File: config.mk
export PLATFORM = sky130hd
export DESIGN_NAME = led_pattern_ctrl
export DESIGN_NICKNAME = d
export VERILOG_FILES = /design/src/rtl/led_ctrl_pkg.sv /design/src/rtl/tick_gen.sv /design/src/rtl/led_pattern_ctrl.sv
export SDC_FILE = /design/constraint.sdc
export NUM_CORES = 1
export LEC_CHECK = 0
export CORE_AREA = 2 2 77 93
export CTS_CLUSTER_SIZE = 24
export DETAILED_ROUTE_END_ITERATION = 7
export DIE_AREA = 0 0 79 95
export PLACE_DENSITY = 0.74
export SYNTH_ARGS = -nofsm -noshare
export SYNTH_HDL_FRONTEND = slang
export SYNTH_HIERARCHICAL = 1
export SYNTH_SLANG_ARGS = --single-unit
File: constraint.sdc
create_clock -name clk -period 8.2 [get_ports clk]
set_input_delay 1.64 -clock clk [delete_from_list [all_inputs] [get_ports clk]]
set_output_delay 1.64 -clock clk [all_outputs]
set_load 0.01 [all_outputs]
File: src/rtl/led_ctrl_pkg.sv
// Shared encodings and constants for the LED pattern sequencer.
package led_ctrl_pkg;

   typedef enum logic [1:0] {
      MODE_ROT_L  = 2'd0,
      MODE_ROT_R  = 2'd1,
      MODE_BOUNCE = 2'd2,
      MODE_COUNT  = 2'd3
   } mode_e;

   typedef enum logic {
      DIR_LEFT  = 1'b0,
      DIR_RIGHT = 1'b1
   } dir_e;

   localparam logic [15:0] SEED_ONEHOT = 16'h0001;
   localparam logic [15:0] SEED_COUNT  = 16'h0000;
   localparam logic [1:0]  SPEED_MAX   = 2'd3;

   function automatic logic [15:0] mode_seed(input mode_e mode);
      return (mode == MODE_COUNT) ? SEED_COUNT : SEED_ONEHOT;
   endfunction

endpackage

File: src/rtl/tick_gen.sv
// Programmable-period strobe: counts 0..limit and pulses tick on the terminal count.
module tick_gen #(
   parameter int unsigned C_CNT_W = 24
) (
   input  logic               clk,
   input  logic               reset_n,
   input  logic [C_CNT_W-1:0] limit,
   input  logic               hold,
   input  logic               clear,
   output logic               tick
);

   logic [C_CNT_W-1:0] cnt_q, cnt_d;

   assign tick = ~hold & (cnt_q == limit);

   // clear wins over hold so button actions while paused still restart the period
   always_comb begin
      cnt_d = cnt_q;
      if (clear) begin
         cnt_d = '0;
      end else if (!hold) begin
         if (tick) begin
            cnt_d = '0;
         end else begin
            cnt_d = cnt_q + C_CNT_W'(1);
         end
      end
   end

   always_ff @(posedge clk or negedge reset_n) begin
      if (!reset_n) begin
         cnt_q <= '0;
      end else begin
         cnt_q <= cnt_d;
      end
   end

endmodule

File: src/rtl/led_pattern_ctrl.sv
// 16-LED sequencer: button-selected pattern mode, 4-level update rate and pause.
module led_pattern_ctrl
   import led_ctrl_pkg::*;
#(
   parameter int unsigned C_BASE_COUNT = 10_000_000 - 1,
   parameter int unsigned C_CNT_W      = 24
) (
   input  logic        clk,
   input  logic        reset_n,
   input  logic        btn_mode,
   input  logic        btn_faster,
   input  logic        btn_slower,
   input  logic        btn_pause,
   output logic [15:0] led_out,
   output logic [1:0]  mode_out,
   output logic [1:0]  speed_out,
   output logic        paused_out
);

   localparam int unsigned PERIOD = C_BASE_COUNT + 1;

   logic [15:0]        led_q, led_d;
   mode_e              mode_q, mode_d;
   logic [1:0]         speed_q, speed_d;
   dir_e               dir_q, dir_d;
   logic               paused_q, paused_d;

   logic [31:0]        period_s;
   logic [C_CNT_W-1:0] limit;
   logic               tick;
   logic               speed_up, speed_dn, speed_chg, cnt_clear;

   always_comb begin
      period_s = 32'(PERIOD) >> speed_q;
      limit    = C_CNT_W'(period_s - 32'd1);
   end

   // Simultaneous faster+slower cancel; saturated presses must not disturb the counter
   assign speed_up  = btn_faster & ~btn_slower & (speed_q != SPEED_MAX);
   assign speed_dn  = btn_slower & ~btn_faster & (speed_q != 2'd0);
   assign speed_chg = speed_up | speed_dn;
   assign cnt_clear = btn_mode | speed_chg;

   tick_gen #(
      .C_CNT_W (C_CNT_W)
   ) u_tick_gen (
      .clk     (clk),
      .reset_n (reset_n),
      .limit   (limit),
      .hold    (paused_q),
      .clear   (cnt_clear),
      .tick    (tick)
   );

   always_comb begin
      led_d    = led_q;
      mode_d   = mode_q;
      speed_d  = speed_q;
      dir_d    = dir_q;
      paused_d = paused_q ^ btn_pause;

      if (speed_up) begin
         speed_d = speed_q + 2'd1;
      end else if (speed_dn) begin
         speed_d = speed_q - 2'd1;
      end

      if (btn_mode) begin
         mode_d = mode_e'(mode_q + 2'd1);
         led_d  = mode_seed(mode_d);
         dir_d  = DIR_LEFT;
      end else if (tick && !speed_chg) begin
         unique case (mode_q)
            MODE_ROT_L: led_d = {led_q[14:0], led_q[15]};
            MODE_ROT_R: led_d = {led_q[0], led_q[15:1]};
            MODE_BOUNCE: begin
               // Reverse at the end bit so the end LED is shown for exactly one period
               if (dir_q == DIR_LEFT) begin
                  if (led_q[15]) begin
                     led_d = led_q >> 1;
                     dir_d = DIR_RIGHT;
                  end else begin
                     led_d = led_q << 1;
                  end
               end else begin
                  if (led_q[0]) begin
                     led_d = led_q << 1;
                     dir_d = DIR_LEFT;
                  end else begin
                     led_d = led_q >> 1;
                  end
               end
            end
            MODE_COUNT: led_d = led_q + 16'd1;
            default: led_d = led_q;
         endcase
      end
   end

   always_ff @(posedge clk or negedge reset_n) begin
      if (!reset_n) begin
         led_q    <= SEED_ONEHOT;
         mode_q   <= MODE_ROT_L;
         speed_q  <= 2'd0;
         dir_q    <= DIR_LEFT;
         paused_q <= 1'b0;
      end else begin
         led_q    <= led_d;
         mode_q   <= mode_d;
         speed_q  <= speed_d;
         dir_q    <= dir_d;
         paused_q <= paused_d;
      end
   end

   assign led_out    = led_q;
   assign mode_out   = mode_q;
   assign speed_out  = speed_q;
   assign paused_out = paused_q;

endmodule

; ---- Yosys cells after proc, flatten, opt, wreduce, memory -nomap -nowiden
; Index checks and enable logic that the tools add are counted.
[word_totals]
regBits = 46
out_inout_bits = 21
[op_classes]
n_reduce_logical = 8
n_shift = 1
bitwise = 11
muxes = 18
n_eq_ne = 7
add_sub_neg = 6
[ops]
columns = operator, count
row1 = $mux W16, 5
row2 = $mux W24, 3
row3 = $pmux W16 S4, 1
row4 = $add A24 B1 Y24 const B, 1
row5 = $eq A24 B24 Y1, 1
row6 = $shr A24 B2 Y24 const A, 1
row7 = $sub A24 B1 Y24 const B, 1
row8 = $add A16 B1 Y16 const B, 1
row9 = $reduce_bool A2 Y1, 4
row10 = $mux W1, 7
row11 = $eq A2 B2 Y1 const B, 3
row12 = $and A1 B1 Y1, 5
row13 = $add A2 B1 Y2 const B, 2
row14 = $mux W2, 2
row15 = $not A1 Y1, 3
row16 = $eq A2 B1 Y1 const B, 1
row17 = $logic_not A2 Y1, 1
row18 = $ne A2 B1 Y1 const B, 1
row19 = $ne A2 B2 Y1 const B, 1
row20 = $or A1 B1 Y1, 2
row21 = $reduce_and A2 Y1, 1
row22 = $sub A2 B1 Y2 const B, 1
row23 = $logic_and A1 B1 Y1, 1
row24 = $logic_not A1 Y1, 1
row25 = $xor A1 B1 Y1, 1

; ---- Depth between registers and ports, before layout
; Gate-level depths: netlist (run 1).
[logic_depth]
depth_word = 8
ltp_mapped = 17
depth_no_buf = 16

; ---- Modules after synthesis
; The synthesis (run 1) kept the hierarchy.
[modules_own_cells]
columns = mod, n_inst, cells_each, seq_area_each_um2, area_each_um2
row1 = led_pattern_ctrl, 1, 220, 551.8, 1915.6
row2 = tick_gen, 1, 188, 600.6, 1627.8

; ---- Least setup slack after synthesis (run 1)
; OpenSTA, ideal clock, no wires.
[synth_path]
path_type = input to register
startpoint = input btn_mode
endpoint = register u_tick_gen.cnt_q[13]
setup_time_ns = 0.069
slack_ns = 5.136
cell_stages = 6
path_buffers = 1
arrival_ns = 2.995
path_cell_list = buf_6 > or3_1 > nor2_1 > o21ai_2 > or4_1 > nand3_1
[synth_via]
elab_chain_cells = 2
word_cells_on_any_way = 3
classes_between = eq/ne (1) / mux (1) / bitwise (1)
[synth_lines]
columns = element, line
row1 = "start, declared", led_pattern_ctrl.sv:10  ; input logic btn_mode,
row2 = $or A1 B1 Y1 (*), led_pattern_ctrl.sv:42  ; assign cnt_clear = btn_mode | speed_chg;
row3 = named net cnt_clear, led_pattern_ctrl.sv:31  ; logic speed_up, speed_dn, speed_chg, cnt_clear;
row4 = $ne A2 B1 Y1 (no source line) / $mux W24 (equally long branches), -
row5 = "end signal, assigned", tick_gen.sv:35  ; cnt_q <= cnt_d;
row6 = "end, declared", tick_gen.sv:13  ; logic [C_CNT_W-1:0] cnt_q, cnt_d;
; The timed path passes the listed nets; every way through them passes the cells marked *.
; A chain may end at the register's enable or synchronous reset.

; ---- Worst setup path after layout (run 1)
[layout_path]
startpoint = register speed_q[0] (netlist: speed_out[0])
endpoint = register led_q[11] (netlist: led_out[11])
[layout_via]
elab_chain_cells = 6
word_cells_on_any_way = 12
classes_between = add/sub (1) / eq/ne (2) / shift (1) / bitwise (4) / reduce/logical (4)
[layout_lines]
columns = element, line
row1 = "start, declared", led_pattern_ctrl.sv:24  ; logic [1:0] speed_q, speed_d;
row2 = "start signal, assigned", led_pattern_ctrl.sv:110  ; speed_q <= speed_d;
row3 = $shr A24 B2 Y24, led_pattern_ctrl.sv:34  ; period_s = 32'(PERIOD) >> speed_q;
row4 = $sub A24 B1 Y24, led_pattern_ctrl.sv:35  ; limit = C_CNT_W'(period_s - 32'd1);
row5 = named net limit[13], led_pattern_ctrl.sv:29  ; logic [C_CNT_W-1:0] limit;
row6 = $eq A24 B24 Y1, tick_gen.sv:15  ; assign tick = ~hold & (cnt_q == limit);
row7 = $and A1 B1 Y1, tick_gen.sv:15
row8 = named net tick, led_pattern_ctrl.sv:30  ; logic tick;
row9 = $logic_and A1 B1 Y1, led_pattern_ctrl.sv:72  ; end else if (tick && !speed_chg) begin
row10 = $reduce_bool A2 Y1 (no source line), -
row11 = "end signal, assigned", led_pattern_ctrl.sv:108  ; led_q <= led_d;
row12 = "end, declared", led_pattern_ctrl.sv:22  ; logic [15:0] led_q, led_d;
; The timed path passes the listed nets, and every way through them passes these cells.

==> run summary, run 1 <==
The flow ran to the end, and the final reports show no timing, DRC or antenna violations. The pin count of the biggest net entering global routing is 47. The family with the most delay on the worst path is simple AND/OR/NAND/NOR gates.

In the routed design, unresolved DRC markers number 0. The proportion of total power due to net switching is 42.9%. After clock tree synthesis, the repair step resized 0 gates.

The clock buffer count from CTS was 5. The global-route usage over all layers was 24.2%; the sum of internal, switching and leakage power was 783 µW. Setup violations remaining at the end of the flow were counted as 0. TritonCTS built the clock tree.

The first detailed-routing pass took 5 iterations. The run gives 3043 as the number of global-route vias before repair. The commonest register cell after synthesis was dfrtp_1.

The violation count after the first detailed-route iteration is 213, and the number of port buffers is 26. Measured along the x axis, the die boundary spans 79 µm. The share of the core filled with cells in the final layout is 57.3%, and the stage delay of the slowest cell on the critical path is 750 ps.

The power per cell area came out at 204 mW/mm². The post-layout minimum cycle time is 3960 ps. The count of antenna diodes in the layout is 0. STA classifies the critical path startpoint as a flop. Synthesis inferred 46 register bits.

The sequential group share of total power was 36.2%; the number of buffers added for setup after CTS was 0. The y dimension of the die came out at 95 µm. The final layout contains 442 nets. The classification of the worst-slack hold path was flop to flop. The number of max-capacitance violations reported came out at 0. The total via count in the routed design came out at 3103. The die covers 0.00751 mm².

The number of flops mapped to enable cells by yosys works out to 0. The tools report the count of pins over their slew limit as 0. The area growth from synthesis to final layout was 8.12%.

Synthesis handed over a netlist of 408 instances. The final count of hold timing violations is 0. Of all flip-flops after synthesis, the portion carrying an async set or reset was 100%. The total placed instance area was 0.00375 mm²; the count of distinct cell types in the synthesized netlist was 65. The later pin in the worst-skew pair is clocked with a latency of 300 ps.

The leftover overflow at the end of global routing is 0, and the average cell area after synthesis is 8.68 µm². The clock transition time at the flip-flop clock pins of the worst setup and hold paths is 90 ps. In the final routed layout, each cell accounts on average for 16.8 µm.

STA puts the critical path data arrival time at 4160 ps. The cell that appears most often on the critical path is nor2_1. Largest fanout on the critical path: 12. The normalized max-slew margin was 29.9%; the fraction of layout cells with a size suffix above 1 was 6.19%.

After synthesis the cells add up to 0.00354 mm². For the final estimated routing congestion in global placement, the log shows 0.847. Pin placement for this block handled 27 I/O pins. The tools report the worst-case setup slack after placement as 4060 ps. The clock arrives with 14.6 ps of skew. The power dissipated by switching net loads came out at 336 µW. The finished cells cover 0.00383 mm².

The number of buffer and inverter stages on the critical path is 2, and the worst path setup slack after routing is 4240 ps. The routed design has 8510 µm of wire. The wire length of the first global-routing pass came out at 14500 µm. The worst-path cell with the longest stage delay was nor2_1. Detailed placement finished with a half-perimeter wire length of 6100 µm. CTS built an H-tree with a depth of 2.

The placeable core region is 0.00669 mm², and the initial cell density of the core is 53.0%. For the number of sinks driven by the clock tree, the log shows 46. After detailed routing, the number of vias per cell comes to 6.12. After floorplanning, the core was divided into 33 placement rows. The root buffer cell chosen for the clock tree is clkbuf_8.

In the layout the commonest cells are nand2_1 (45), dfrtp_1 (45), xor2_1 (29). The slew at the pin with the worst max-slew slack came out at 1050 ps. Of the available clock period, the critical path in the final layout requires 48.3%.

The proportion of power drawn by the clock network was 17.8%; the combinational share of power was 45.9%. Setup repair after global routing left no endpoint under its margin. Derived from the worst setup path, the maximum achievable clock frequency is 253 MHz. At the worst endpoint, the required time is 8400 ps. Traced cell by cell, the critical path runs through inv_1 > ha_1 > inv_1 > ha_1 > nand4_1 > nor2_1 > xnor2_1 > xor2_1 > nor3_1 > nand3_1 > nor2_1 > and2b_2 > nand3_1 > nor2_1 > a22oi_1 > o221ai_1.

The worst setup path is captured at a flop. The logs give 0 for the number of antenna violations at the first check in global routing and 447 µW for the design internal power. Summing the sequential cell areas from Yosys gives 32.5% of the chip area. The aggregate negative setup slack was 0 ps; the standby leakage power was 0.00154 µW.

Across the VDD grid, the largest voltage drop is 159 µV. The count of nets left with antenna violations once routing finished came out at 0. The critical path in this run is classified as flop to flop.

Yosys printed 6 warnings. The maximum number of buffers from clock root to sink is 2, and the number of buffers inserted for hold repair after clock tree synthesis is 0.
flip-flops by register name, summed over array words and instances (netlist names):
register and cells:
mode_out 2, u_tick_gen/cnt_q 24, dir_q 1, paused_out 1, speed_out 2, led_out 16
area by class of cell:
class                   count  area [µm²]
repair buffers             27         263
clock inverters             2        10.0
inverters                  22        82.6
fillers                   620        2860
flip-flops and latches     46        1150
multi-input cells         317        2140
clock buffers               6        72.6
well taps                  87         109
power groups by stage:
stage	registers, µW	clock network, µW	logic (µW)
2_1_floorplan	284	0	258
3_5_place_dp	288	0	359
4_1_cts	284	145	362
3_3_place_gp	287	0	350
5_1_grt	288	154	396
6_report	284	140	360
layer usage:
| layer | track usage [%] | wire [µm] | vias to the layer above |
|---|---|---|---|
| li1 | - | - | 1481 |
| met1 | 27.6 | 3490 | 1517 |
| met2 | 43.4 | 4420 | 78 |
| met3 | 3.73 | 285 | 27 |
| met4 | 12.6 | 325 | 0 |
| met5 | 0 | 0 | - |
worst reg2reg max path, cell delays in order (launching register included):
cell and delay [ps]:
dfrtp_1 500, inv_1 210, ha_1 290, inv_1 70
ha_1 180, nand4_1 80, nor2_1 50, xnor2_1 290
xor2_1 110, nor3_1 210, nand3_1 210, nor2_1 230
and2b_2 200, nand3_1 180, nor2_1 760, a22oi_1 150
o221ai_1 130
cell families (layout without fill, tap and decap cells):
group	after synthesis	count (layout)	share of synthesized area (%)
mux	1	1	0.282
simple gates	153	153	23.3
other cells	1	4	0.106
buf+inv	48	57	7.34
xor+xnor	43	43	10.6
compound gates	99	99	19.8
flops	46	46	32.5
fa+ha+maj	17	17	6.00
stage by stage:
step                instances  hold slack [ps]
floorplan                 411              499
global placement          499              538
detailed placement        499              544
CTS                       507              557
global route              507              596
finish                    507              559
synthesized netlist by cell type, types with 2 or more instances:
cell      number  area (µm²)
dfrtp_1       45        1130
nand2_1       45         169
xor2_1        29         254
nand3_1       28         140
inv_1         22        82.6
nor2_1        19        71.3
a21oi_1       18        90.1
ha_1          17         213
xnor2_1       14         123
o21ai_0       11        55.1
a22oi_1       10        75.1
o211ai_1       9        67.6
nor4_1         8        50.1
o21ai_1        8        40.0
buf_2          7        35.0
nor3_1         7        35.0
buf_4          6        45.0
clkbuf_1       6        22.5
nand2b_1       6        37.5
o311ai_1       6        52.6
or3_1          6        37.5
a21o_1         5        37.5
a22o_1         5        43.8
buf_6          5        56.3
nand4_1        5        31.3
a221o_1        4        40.0
nor2b_1        4        25.0
a211oi_1       3        22.5
o21a_1         3        22.5
o221ai_1       3        26.3
or4_1          3        22.5
a31oi_1        2        12.5
and3_1         2        12.5
nand4_2        2        25.0
nor3b_1        2        15.0
o32a_1         2        20.0
or2_1          2        12.5
or3b_2         2        17.5
path summary, 6_finish.rpt:
path	from	to	slack (ps)	cells after the start
hold reg to reg	u_tick_gen/cnt_q[2]$_DFFE_PN0P_	u_tick_gen/cnt_q[2]$_DFFE_PN0P_	560	1
setup reg to reg	speed_out[0]$_DFFE_PN0P_	led_out[11]$_DFFE_PN0P_	4240	16
max in group asynchronous	reset_n	led_out[14]$_DFFE_PN0P_	6030	1
setup / recovery	speed_out[0]$_DFFE_PN0P_	led_out[11]$_DFFE_PN0P_	4240	16
min in group asynchronous	reset_n	led_out[4]$_DFFE_PN0P_	1520	1
hold / removal	u_tick_gen/cnt_q[2]$_DFFE_PN0P_	u_tick_gen/cnt_q[2]$_DFFE_PN0P_	560	1
Note: power is estimated with default switching activity, not from simulation.
==> inputs of run 2 (changes only) <==
==> constraint.sdc (replaced) <==
create_clock -name clk -period 4.02 [get_ports clk]
set_input_delay 0.804 -clock clk [delete_from_list [all_inputs] [get_ports clk]]
set_output_delay 0.804 -clock clk [all_outputs]
set_load 0.01 [all_outputs]
==> run summary, run 2 (same netlist as run 1, synthesis figures left out) <==
The logs give 301 MHz (was 253 MHz) for the maximum clock frequency and 20.2% (was 17.8%) for the proportion of power drawn by the clock network. The period utilization works out to 82.7% (was 48.3%). Number of placement rows: 33 (unchanged). Launching point of the worst reg2reg path: speed_out[0]$_DFFE_PN0P_ (unchanged). The logs give 192 (was 213) for the violation count after the first detailed-route iteration and 700 ps (was 4240 ps) for the internal reg-to-reg setup slack. The run gives 3530 ps (was 4160 ps) as the data arrival time of the critical path.

Clock buffer count from CTS: 5 (unchanged). The clock transition time at the flip-flop clock pins of the worst setup and hold paths is 80 ps (was 90 ps). The library cell used as clock root buffer was clkbuf_8 (unchanged). The number of DRC violations after detailed routing came out at 0 (unchanged). The routed length per placed instance works out to 16.6 µm (was 16.8 µm). The tools report the end of the worst register-to-register path as led_out[13]$_DFFE_PN0P_ (was led_out[11]$_DFFE_PN0P_).

The total length of routed wires came out at 8460 µm (was 8510 µm). The logs give 27 (unchanged) for the number of primary I/O pins and 35.6% (was 36.2%) for the sequential group share of total power. The detailed-routing iteration count for the pre-antenna-repair pass is 5 (unchanged), and the placeable core region is 0.00669 mm² (unchanged). TritonCTS built the clock tree.

Leading cell types in the layout, fill and taps excluded: nand2_1 (45), dfrtp_1 (45), xor2_1 (29) (unchanged). The largest voltage drop on the vdd net was 281 µV (was 159 µV). The run finished with clean final reports. The final clock skew was 12.6 ps (was 14.6 ps); the final estimated routing congestion in global placement was 0.922 (was 0.847). The pin count of the biggest net entering global routing is 47 (unchanged).

The number of cells on the worst hold path works out to 1 (unchanged). The logs give 0 (unchanged) for the number of setup violations in the final report and 0 (unchanged) for the total of cells resized after clock tree synthesis. Classification of the worst-slack hold path: flop to flop (unchanged). The number of buffers inserted for hold repair after clock tree synthesis was 0 (unchanged). The flip-flop count of the largest register after layout came out at 24 (unchanged).

For the number of max-capacitance violations reported, the log shows 0 (unchanged). The wire length of the first global-routing pass was 14500 µm (about the same). The initial cell density of the core was 53.0% (unchanged). The start-to-end type of the worst setup path is flop to flop (unchanged). For the leftover overflow at the end of global routing, the log shows 0 (unchanged). The tools report the sort of element at the start of the critical path as a flop (unchanged).

The fraction of layout cells with a size suffix above 1 was 7.09% (was 6.19%); the proportion of total power due to net switching was 40.7% (was 42.9%). The number of antenna violations at the first check in global routing came out at 0 (unchanged). The y dimension of the die is 95 µm (unchanged), and the global-route usage over all layers is 24.2% (about the same). The average vias per placed instance was 6.04 (was 6.12).

The detailed placement HPWL is 6150 µm (was 6100 µm). The die width came out at 79 µm (unchanged). The run gives 4230 ps (was 8400 ps) as the required time of the critical path.

The area growth from synthesis to final layout works out to 9.53% (was 8.12%). The number of sinks driven by the clock tree came out at 46 (unchanged). The register with the highest flop count was u_tick_gen/cnt_q (unchanged).

The tools report the final count of hold timing violations as 0 (unchanged). The standby leakage power was 0.00157 µW (was 0.00154 µW); the maximum number of buffers from clock root to sink was 2 (unchanged). The largest fanout on the critical path is 9 (was 12), and the design internal power is 967 µW (was 447 µW).

The total via count in the routed design is 3078 (was 3103), and the number of nets at the end of the flow is 445 (was 442). The endpoint type of the worst setup path is a flop (unchanged). The tools report the area of the die as 0.00751 mm² (unchanged).

The cell depth of the worst flop-to-flop path is 16 (unchanged), and the number of global-route vias before repair is 2961 (was 3043). The aggregate negative setup slack came out at 0 ps (unchanged). The number of buffers added for setup after CTS is 0 (unchanged), and the power per cell area is 420 mW/mm² (was 204 mW/mm²).

The count of pins over their slew limit is 0 (unchanged). The post-layout minimum cycle time came out at 3320 ps (was 3960 ps). The origin of the worst setup path was speed_out[0]$_DFFE_PN0P_ (unchanged). The slew at the pin with the worst max-slew slack came out at 1030 ps (was 1050 ps). The number of port buffers came out at 26 (unchanged). The normalized max-slew margin is 31.2% (was 29.9%), and the clock latency on the worst-skew pair is 300 ps (about the same). Setup repair after global routing left no endpoint under its margin. The logs give 2 (unchanged) for the maximum level of the CTS H-tree and 0 (unchanged) for the antenna violation net count after detailed routing. The termination of the worst setup path is led_out[13]$_DFFE_PN0P_ (was led_out[11]$_DFFE_PN0P_). For the count of antenna diodes in the layout, the log shows 0 (unchanged). The tools report the combinational share of power as 44.2% (was 45.9%). The tightest hold margin came out at 571 ps (was 559 ps).

The power dissipated by switching net loads came out at 663 µW (was 336 µW).
[run 2: worst min-delay path by stage]
stage / from / to
finish: mode_out[0]$_DFFE_PN0P_ / mode_out[0]$_DFFE_PN0P_
floorplan: u_tick_gen/cnt_q[11]$_DFFE_PN0P_ / u_tick_gen/cnt_q[11]$_DFFE_PN0P_
CTS: mode_out[0]$_DFFE_PN0P_ / mode_out[0]$_DFFE_PN0P_
global route: mode_out[0]$_DFFE_PN0P_ / mode_out[0]$_DFFE_PN0P_
global placement: u_tick_gen/cnt_q[11]$_DFFE_PN0P_ / u_tick_gen/cnt_q[11]$_DFFE_PN0P_
detailed placement: mode_out[0]$_DFFE_PN0P_ / mode_out[0]$_DFFE_PN0P_
[run 2: critical path, stage by stage (launching register included)]
cell	delay [ps]
dfrtp_1	540
inv_1	170
ha_1	290
inv_1	70
ha_1	140
nand4_1	90
nor2_1	120
xnor2_1	100
xor2_1	160
nor3_1	200
nand3_1	200
nor2_1	220
and2b_2	190
nand3_1	160
nor2_1	220
nand2_1	130
o221ai_1	220
[run 2: final cells by class]
class                   count  area, µm²
fillers                   613       2810
multi-input cells         317       2140
flip-flops and latches     46       1150
repair buffers             30        285
clock buffers               8        110
well taps                  87        109
inverters                  22       82.6
[run 2: routing by layer]
| layer | share of wire, % | track usage [%] | up-vias |
|---|---|---|---|
| li1 | - | - | 1489 |
| met1 | 42 | 29.4 | 1484 |
| met2 | 53 | 43.7 | 85 |
| met3 | 3.4 | 3.44 | 20 |
| met4 | 2.0 | 8.19 | 0 |
| met5 | 0 | 0 | - |
[run 2: through the flow]
| step | power [µW] | setup slack [ps] | utilization (%) | instances | instance area, µm² |
|---|---|---|---|---|---|
| after floorplan | 1110 | 1110 | - | 411 | 3550 |
| after global placement | 1290 | 863 | 56.4 | 502 | 3770 |
| after detailed placement | 1300 | 744 | 56.4 | 502 | 3770 |
| after CTS | 1640 | 689 | 58.0 | 510 | 3880 |
| after global routing | 1740 | 361 | 58.0 | 510 | 3880 |
| final | 1630 | 696 | 58.0 | 510 | 3880 |
[run 2: power groups by stage]
stage | registers (µW) | clock network [µW] | logic, µW
after global placement | 582 | 0 | 708
after global routing | 589 | 352 | 803
after floorplan | 579 | 0 | 527
final | 580 | 329 | 721
after detailed placement | 587 | 0 | 711
after CTS | 579 | 340 | 718
==> inputs of run 3 (changes only) <==
==> constraint.sdc (replaced) <==
create_clock -name clk -period 3.1 [get_ports clk]
set_input_delay 0.62 -clock clk [delete_from_list [all_inputs] [get_ports clk]]
set_output_delay 0.62 -clock clk [all_outputs]
set_load 0.01 [all_outputs]
==> run summary, run 3 (same netlist as run 1, synthesis figures left out) <==
The run gives 6320 µm (was 6150 µm) as the detailed placement HPWL. For the global-route usage over all layers, the log shows 24.3% (was 24.2%). The launching point of the worst reg2reg path is speed_out[0]$_DFFE_PN0P_ (unchanged). The sequential group share of total power was 34.3% (was 35.6%). The tools report the library cell used as clock root buffer as clkbuf_8 (unchanged).

The logs give 0 (unchanged) for the count of antenna diodes in the layout and 2150 µW (was 1630 µW) for the sum of internal, switching and leakage power. Number of global-route vias before repair: 3066 (was 2961). The area of the die was 0.00751 mm² (unchanged); the flip-flop count of the largest register after layout was 24 (unchanged). The total placed instance area is 0.00381 mm² (was 0.00377 mm²).

Register with the highest flop count: u_tick_gen/cnt_q (unchanged). Wire length of the first global-routing pass: 14400 µm (was 14500 µm). The average vias per placed instance was 6.10 (was 6.04); the area growth from synthesis to final layout was 11.5% (was 9.53%). The slew at the pin with the worst max-slew slack was 1040 ps (was 1030 ps); the leftover overflow at the end of global routing was 0 (unchanged).

The standby leakage power was 0.00159 µW (was 0.00157 µW); the proportion of power drawn by the clock network was 18.2% (was 20.2%). The run gives 33 (unchanged) as the number of placement rows. The clock latency on the worst-skew pair was 310 ps (was 300 ps). The period utilization came out at 96.0% (was 82.7%). Placeable core region: 0.00669 mm² (unchanged). The flow ran to the end, and the final reports show no timing, DRC or antenna violations. The number of DRC violations after detailed routing came out at 0 (unchanged). The maximum level of the CTS H-tree was 2 (unchanged); the layout filler cell count was 592 (was 613). Y dimension of the die: 95 µm (unchanged). The end of the worst register-to-register path is u_tick_gen/cnt_q[5]$_DFFE_PN0P_ (was led_out[13]$_DFFE_PN0P_). The data arrival time of the critical path is 3180 ps (was 3530 ps), and the power per cell area is 545 mW/mm² (was 420 mW/mm²).

Leaving out fill and tap cells, the most frequent cell in the layout is nand2_1. The clock transition time at the flip-flop clock pins of the worst setup and hold paths came out at 90 ps (was 80 ps). The pin count of the biggest net entering global routing is 47 (unchanged). The post-layout minimum cycle time works out to 2980 ps (was 3320 ps).

The routed length per placed instance works out to 16.9 µm (was 16.6 µm). The total via count in the routed design is 3162 (was 3078), and the proportion of total power due to net switching is 41.8% (was 40.7%). The logs give 47.5% (was 44.2%) for the combinational share of power and 8730 µm (was 8460 µm) for the total length of routed wires. The number of setup violations in the final report came out at 0 (unchanged).

The violation count after the first detailed-route iteration was 193 (was 192). The initial cell density of the core was 53.0% (unchanged). The number of max-capacitance violations reported is 0 (unchanged), and the largest voltage drop on the vdd net is 363 µV (was 281 µV). For the number of nets at the end of the flow, the log shows 453 (was 445). The logs give 0 (unchanged) for the number of antenna violations at the first check in global routing and 5 (unchanged) for the clock buffer count from CTS. The die width is 79 µm (unchanged).

The final estimated routing congestion in global placement was 0.922 (about the same); the fraction of layout cells with a size suffix above 1 was 10.9% (was 7.09%). The area of all placed cells without fillers was 0.00395 mm² (was 0.00388 mm²). Endpoint type of the worst setup path: a flop (unchanged).

For the power dissipated by switching net loads, the log shows 900 µW (was 663 µW). The start-to-end type of the worst setup path was flop to flop (unchanged). The run gives 0 ps (unchanged) as the aggregate negative setup slack. The run gives 3300 ps (was 4230 ps) as the required time of the critical path. The run gives 0 (unchanged) as the antenna violation net count after detailed routing. The design internal power was 1250 µW (was 967 µW); the number of buffers inserted for hold repair after clock tree synthesis was 0 (unchanged).

The number of sinks driven by the clock tree was 46 (unchanged); the tightest hold margin was 488 ps (was 571 ps). Final count of hold timing violations: 0 (unchanged). Leading cell types in the layout, fill and taps excluded: nand2_1 (45), dfrtp_1 (43), xor2_1 (29) (was nand2_1 (45), dfrtp_1 (45), xor2_1 (29)). TritonCTS built the clock tree. The cell depth of the worst flop-to-flop path is 15 (was 16). The tools report the final clock skew as 8.75 ps (was 12.6 ps).

The detailed-routing iteration count for the pre-antenna-repair pass was 5 (unchanged). The internal reg-to-reg setup slack came out at 120 ps (was 700 ps). The number of port buffers is 26 (unchanged). For the count of pins over their slew limit, the log shows 0 (unchanged). The largest fanout on the critical path was 12 (was 9).

The tools report the number of primary I/O pins as 27 (unchanged). For the normalized max-slew margin, the log shows 30.8% (was 31.2%). The origin of the worst setup path is speed_out[0]$_DFFE_PN0P_ (unchanged). The maximum clock frequency is 336 MHz (was 301 MHz), and the maximum number of buffers from clock root to sink is 2 (unchanged). The classification of the worst-slack hold path was input port to asynchronous set/reset pin (was flop to flop). The sort of element at the start of the critical path was a flop (unchanged). The run gives 59.1% (was 58.0%) as the share of the core filled with cells in the final layout.
[run 3: cell count changes in the layout (fill, tap and decap cells not counted), moves of 2 or more]
| cell | delta |
|---|---|
| ha_1 | -2 |
| clkbuf_8 | -2 |
| dfrtp_2 | +2 |
| dfrtp_1 | -2 |
| nor2_1 | -2 |
| ha_2 | +2 |
| buf_4 | +8 |
[run 3: per-layer routing]
metal	vias up	GRT usage [%]	routed length, µm
li1	1502	-	-
met1	1526	26.9	3400
met2	115	46.2	4690
met3	19	3.63	434
met4	0	9.34	208
met5	-	0	0
[run 3: timing repair]
item | CTS | global route
setup endpoints to repair | 7 | 18
pin swaps | 0 | 1
buffers inserted | 0 | 3
resized for setup | 2 | 9
gates cloned | 0 | 0
hold endpoints to repair | 0 | 0
[run 3: worst max-delay path by stage]
stage	to	slack, ps	cells past startpoint
floorplan	led_out[11]$_DFFE_PN0P_	190	17
global placement	led_out[13]$_DFFE_PN0P_	200	12
detailed placement	led_out[9]$_DFFE_PN0P_	10	16
CTS	led_out[9]$_DFFE_PN0P_	20	12
global route	led_out[5]$_DFFE_PN0P_	-50	17
finish	u_tick_gen/cnt_q[5]$_DFFE_PN0P_	120	15
[run 3: area by class of cell]
class                      count  area [µm²]  area share [%]
clock buffer                   7        86.3            2.18
clock inverter                 1        5.00           0.127
inverter                      22        82.6            2.09
multi-input combinational    317        2170            54.9
sequential                    46        1150            29.2
tap                           87         109            2.75
timing repair buffer          38         345            8.74
[run 3: power groups by stage]
stage / Clock [µW] / Combinational, µW / Sequential (µW)
finish: 391 / 1020 / 739
global route: 424 / 1120 / 752
CTS: 398 / 994 / 736
detailed placement: 0 / 982 / 746
global placement: 0 / 969 / 744
floorplan: 0 / 683 / 751
[run 3: per-stage QoR]
stage	setup WS, ps	instances
after CTS	20.6	515
final	124	518
after global routing	-49.2	518
after global placement	197	507
after floorplan	186	411
after detailed placement	11.3	507
[run 3: critical path, stage by stage, from the launching register on]
cell and delay [ps]:
dfrtp_2 460, inv_2 120, ha_2 240, inv_1 60, ha_1 180, nand4_1 100
nor2_1 60, xnor2_1 140, xor2_1 180, nor3_2 190, nand3_2 140, buf_4 180
o21a_2 280, buf_4 210, a21o_1 160, a22o_1 170
